File: config.mk
export PLATFORM = sky130hd
export DESIGN_NAME = d_hazard_unit
export DESIGN_NICKNAME = d
export VERILOG_FILES = /design/src/rtl/d_hazard_unit.sv
export SDC_FILE = /design/constraint.sdc
export NUM_CORES = 1
export LEC_CHECK = 0
export ABC_AREA = 1
export CAP_MARGIN = 20
export CELL_PAD_IN_SITES_DETAIL_PLACEMENT = 0
export CELL_PAD_IN_SITES_GLOBAL_PLACEMENT = 1
export CORE_MARGIN = 5
export CORE_UTILIZATION = 41
export DETAILED_ROUTE_END_ITERATION = 8
export DONT_BUFFER_PORTS = 1
export GPL_ROUTABILITY_DRIVEN = 1
export PLACE_DENSITY = 0.87
export SLEW_MARGIN = 0
export SYNTH_ARGS = -nofsm -noshare
export SYNTH_HDL_FRONTEND = slang
export SYNTH_SLANG_ARGS = --single-unit
File: constraint.sdc
create_clock -name clk -period 2.5 [get_ports clk]
set_clock_uncertainty 0.15 [all_clocks]
set_input_delay 0.125 -clock clk [delete_from_list [all_inputs] [get_ports clk]]
set_output_delay 0.125 -clock clk [all_outputs]
set_load 0.01 [all_outputs]
File: src/rtl/d_hazard_unit.sv
// d_hazard_unit: D-stage stall and operand-forwarding control.
// Shadows the E/M/W destinations and the time until their results exist.
module d_hazard_unit #(
  parameter int CNT_W = 16
) (
  input  logic             clk,
  input  logic             reset_n,
  input  logic             d_valid,
  input  logic [4:0]       d_rs,
  input  logic [4:0]       d_rt,
  input  logic [1:0]       d_rs_tuse,
  input  logic [1:0]       d_rt_tuse,
  input  logic [4:0]       d_dst,
  input  logic [1:0]       d_tnew,
  input  logic [31:0]      rf_rd1,
  input  logic [31:0]      rf_rd2,
  input  logic [31:0]      e_data,
  input  logic [31:0]      m_data,
  input  logic [31:0]      w_data,
  output logic             stall,
  output logic [1:0]       fwd_rs,
  output logic [1:0]       fwd_rt,
  output logic [31:0]      cmp1,
  output logic [31:0]      cmp2,
  output logic [CNT_W-1:0] stall_cnt
);

  localparam logic [CNT_W-1:0] CNT_ONE = CNT_W'(1);
  localparam logic [1:0] SEL_RF = 2'd0;
  localparam logic [1:0] SEL_W  = 2'd1;
  localparam logic [1:0] SEL_M  = 2'd2;
  localparam logic [1:0] SEL_E  = 2'd3;
  localparam logic [1:0] TU_NONE = 2'd3;

  logic [4:0]       r_e_dst;
  logic [1:0]       r_e_tnew;
  logic [4:0]       r_m_dst;
  logic [1:0]       r_m_tnew;
  logic [4:0]       r_w_dst;
  logic [CNT_W-1:0] r_stall_cnt;

  logic             w_haz_rs;
  logic             w_haz_rt;
  logic             w_stall;
  logic             w_issue;
  logic             w_cnt_full;
  logic [1:0]       w_m_tnew_nxt;
  logic [1:0]       w_fwd_rs;
  logic [1:0]       w_fwd_rt;
  logic [31:0]      w_cmp1;
  logic [31:0]      w_cmp2;

  function automatic logic f_hazard(
    input logic [4:0] s,
    input logic [1:0] tuse,
    input logic [4:0] e_dst,
    input logic [1:0] e_tnew,
    input logic [4:0] m_dst,
    input logic [1:0] m_tnew
  );
    logic live;
    logic e_hit;
    logic m_hit;
    live  = (s != 5'd0) && (tuse != TU_NONE);
    e_hit = (e_dst == s) && (e_tnew > tuse);
    m_hit = (m_dst == s) && (m_tnew > tuse);
    return live && (e_hit || m_hit);
  endfunction

  // Youngest ready producer wins; a not-yet-ready match falls through.
  function automatic logic [1:0] f_fwd(
    input logic [4:0] s,
    input logic [4:0] e_dst,
    input logic [1:0] e_tnew,
    input logic [4:0] m_dst,
    input logic [1:0] m_tnew,
    input logic [4:0] w_dst
  );
    logic [1:0] sel;
    sel = SEL_RF;
    if (s == 5'd0)
      sel = SEL_RF;
    else if ((e_dst == s) && (e_tnew == 2'd0))
      sel = SEL_E;
    else if ((m_dst == s) && (m_tnew == 2'd0))
      sel = SEL_M;
    else if (w_dst == s)
      sel = SEL_W;
    return sel;
  endfunction

  function automatic logic [31:0] f_mux(
    input logic [4:0]  s,
    input logic [1:0]  sel,
    input logic [31:0] rf,
    input logic [31:0] wd,
    input logic [31:0] md,
    input logic [31:0] ed
  );
    logic [31:0] v;
    v = 32'h0;
    if (s != 5'd0) begin
      unique case (sel)
        SEL_RF: v = rf;
        SEL_W:  v = wd;
        SEL_M:  v = md;
        SEL_E:  v = ed;
      endcase
    end
    return v;
  endfunction

  always_comb begin
    w_haz_rs = f_hazard(d_rs, d_rs_tuse,
                        r_e_dst, r_e_tnew,
                        r_m_dst, r_m_tnew);
    w_haz_rt = f_hazard(d_rt, d_rt_tuse,
                        r_e_dst, r_e_tnew,
                        r_m_dst, r_m_tnew);
    w_stall  = reset_n & d_valid
             & (w_haz_rs | w_haz_rt);
    w_issue  = d_valid & ~w_stall;
  end

  always_comb begin
    w_fwd_rs = f_fwd(d_rs, r_e_dst, r_e_tnew,
                     r_m_dst, r_m_tnew, r_w_dst);
    w_fwd_rt = f_fwd(d_rt, r_e_dst, r_e_tnew,
                     r_m_dst, r_m_tnew, r_w_dst);
    w_cmp1   = f_mux(d_rs, w_fwd_rs, rf_rd1,
                     w_data, m_data, e_data);
    w_cmp2   = f_mux(d_rt, w_fwd_rt, rf_rd2,
                     w_data, m_data, e_data);
  end

  always_comb begin
    w_m_tnew_nxt = 2'd0;
    if (r_e_tnew != 2'd0)
      w_m_tnew_nxt = r_e_tnew - 2'd1;
    w_cnt_full = &r_stall_cnt;
  end

  always_ff @(posedge clk or negedge reset_n) begin
    if (!reset_n) begin
      r_e_dst  <= 5'd0;
      r_e_tnew <= 2'd0;
      r_m_dst  <= 5'd0;
      r_m_tnew <= 2'd0;
      r_w_dst  <= 5'd0;
    end else begin
      r_e_dst  <= w_issue ? d_dst  : 5'd0;
      r_e_tnew <= w_issue ? d_tnew : 2'd0;
      r_m_dst  <= r_e_dst;
      r_m_tnew <= w_m_tnew_nxt;
      r_w_dst  <= r_m_dst;
    end
  end

  always_ff @(posedge clk or negedge reset_n) begin
    if (!reset_n)
      r_stall_cnt <= '0;
    else if (w_stall && !w_cnt_full)
      r_stall_cnt <= r_stall_cnt + CNT_ONE;
  end

  assign stall     = w_stall;
  assign fwd_rs    = w_fwd_rs;
  assign fwd_rt    = w_fwd_rt;
  assign cmp1      = w_cmp1;
  assign cmp2      = w_cmp2;
  assign stall_cnt = r_stall_cnt;

endmodule

==> results.toml <==
[timing]
worst_slew_pin_slew_ns = 0.499
fmax_ghz = 0.411
min_period_over_period_pct = 97.3
period_needed_ns = 2.43
grt_setup_unrepaired = "true"
hold_violations = 0
slew_viol_final = 0
final-setup-viol-count = 0
tns_ns = 0
slew_headroom_pct = 66.7
whs_ns = 0.111

[synth]
syn_inst = 956
avgSynthCellArea_um2 = 5.35
syn_area_um2 = 5110
ys_seq_area_share_pct = 17.1
synth_cell_type_count = 32
synth.ff_latch_count = 35
synthesis.nets = 1149
yosys_warnings = 0

[clock_tree]
numCtsBuffers = 5
cts.sinks = 35
clk_path_buf_depth = 2
h-tree-depth = 2
cts_tree = "done"
cts-root-buf = "clkbuf_16"
clock_latency_ns = 0.28
path_clk_slew_ns = 0.06

[min_path]
holdPathStages = 5
min_path_type = "in -> reg"
hold_end = "r_e_dst[3]"
min_from = "d_valid"

[cells_and_area]
n_antenna_cell = 0
instances_no_fill = 1132
fin_util_pct = 50.4
drive_gt1_share_pct = 16.3
area_growth_pct = 19.5
layout.nets = 1156

[routing]
drt-initial-drc-count = 562
drc = 0
wl_per_cell_um = 18.3
routed_wl_um = 20700
vias = 6080
ant_nets = 0
first_pass_iters = 5
vias_per_cell = 5.37

[placed_design]
globalplace.congestion = 0.925
hpwl_um = 14600
dp.cells = 1099
io_buffers = 0

[run]
maxCapViolCount = 0

[critical_path]
worstReg2RegStart = "r_e_tnew[1]"
critical_path.max_stage_delay_ns = 0.40
critical-path-top-delay-family = "simple AND/OR/NAND/NOR gates"
criticalPathCategory = "reg -> out"
path_buf_inv = 2
worst-r2r-cell-count = 10
cpMaxStageDelayCell = "dfrtp_1"
worstPathArrival_ns = 2.16
worst_ep_required_time_ns = 2.23
rr_endpoint = "stall_cnt[6]"
cp-start-kind = "register"
cp_max_fo = 8
crit_path_cell_trace = "inv_1, nand2_1, a21oi_2, nand4_2, nand2_2, nand2_8, buf_6, nand2_4, o21ai_1, nor2_2"
critPathCaptureType = "primary output"
r2r_slack_ns = 0.34

[global_routing]
grtUsageTotal_pct = 24.4
grt_pass1_wl_um = 29100
antenna_found_initial = 0
grt_overflow = 0
grt_start_max_net_pins = 47
grt_pass1_vias = 5448

[die]
die_height_um = 122
ios = 269
rows = 40
coreArea_um2 = 12100
initial_utilization_pct = 42.2
dieArea_um2 = 14800
dieWidth_um = 122

[outcome]
status = "complete, no violations"

[pwr]
peakVddDrop_uv = 519
powerDensity_nw_per_um2 = 334
leakage_uw = 0.00318
## final cells by class
cell class | instances | area (um2)
clock inverter | 2 | 12.5
fill | 1327 | 6000
multi-input combinational | 756 | 3840
timing repair buffer | 50 | 609
clock buffer | 6 | 129
sequential | 35 | 876
tap | 168 | 210
inverter | 115 | 432
## power by group
part | leakage (uW) | internal, uW | switching (uW)
clock | 0.0000669 | 367 | 240
combinational | 0.00264 | 291 | 525
sequential | 0.000469 | 591 | 25.3
total | 0.00318 | 1250 | 790
## what timing repair did
action                                 in CTS  in global routing
gates resized for setup                     3                 92
buffers inserted                            0                  7
endpoints found under the hold margin      42                  0
gates cloned                                0                  8
setup endpoints to repair                   4                 62
hold buffers                               10                  0
pin swaps                                   0                 20
## worst reg2reg max path, cell delays in order (launching register included)
cell and delay [ns]:
dfrtp_1 0.42, ha_1 0.31, a21oi_1 0.07, a21oi_1 0.13, nand3_1 0.11, o21ai_1 0.11, nand2_1 0.10, nand2_4 0.15
nand3_2 0.30, nand2_1 0.15, nand2_1 0.06
## flip-flops by register name, indices dropped and copies added (netlist names)
register,cells
r_m_dst,5
r_m_tnew,2
r_w_dst,5
stall_cnt,16
r_e_dst,5
r_e_tnew,2
## through the flow
stage	area (um2)	worst slack (ns)	power, uW
finish	6110	0.0674	2040
global route	6110	-0.0553	2170
CTS	5600	-0.00132	1930
floorplan	5110	0.566	1140
global placement	5340	0.304	1290
detailed placement	5340	0.277	1290
## logic make-up after synthesis
| logic type | share of synthesized area [%] |
|---|---|
| and+or+nand+nor | 54.5 |
| buffers and inverters | 13.9 |
| AOI/OAI and AO/OA | 7.46 |
| DFF | 17.1 |
| xor gates and xnor gates | 4.80 |
| adders and majority gates | 2.20 |
## placed cells by master, fill, tap and decap left out, drive strengths merged
cell type	instances
o21bai	1
o21ai	68
inv	114
a21oi	6
dlygate4sd3	9
buf	36
clkinvlp	1
clkinv	2
nand2	304
ha	9
nor4	1
nor3	6
xor2	8
nand3	82
xnor2	20
dfrtp	35
clkbuf	11
nand4	58
nor2	193
## worst max-delay path by stage
stage	start	endpoint	slack (ns)	cells after the start
final	r_e_dst[1]	cmp2[24]	0.07	10
after global routing	r_m_dst[0]	cmp1[0]	-0.06	13
after CTS	r_m_dst[3]	cmp2[30]	-0.001	13
after detailed placement	r_e_dst[1]	cmp2[4]	0.28	11
after global placement	r_e_dst[1]	cmp2[30]	0.30	9
after floorplan	stall_cnt[0]	stall_cnt[10]	0.57	7
## cell usage after synthesis, drive strengths merged
library cell / count / share of area, %
a21oi: 6 / 0.66
buf: 34 / 4.1
clkbuf: 19 / 1.4
clkinv: 1 / 0.073
dfrtp: 35 / 17
ha: 9 / 2.2
inv: 114 / 8.4
nand2: 301 / 23
nand3: 82 / 8.8
nand4: 58 / 7.6
nor2: 193 / 15
nor3: 6 / 0.69
nor4: 1 / 0.12
o21ai: 68 / 6.7
o21bai: 1 / 0.15
xnor2: 20 / 3.4
xor2: 8 / 1.4
## metal layers
metal	share of wire (%)	global-route usage, %	wire length, um
met3	9.4	5.94	1940
met5	0	0	0
met1	39	29.5	8110
met4	2.1	5.46	442
met2	49	43.6	10200
(Power assumes the default switching activity.)
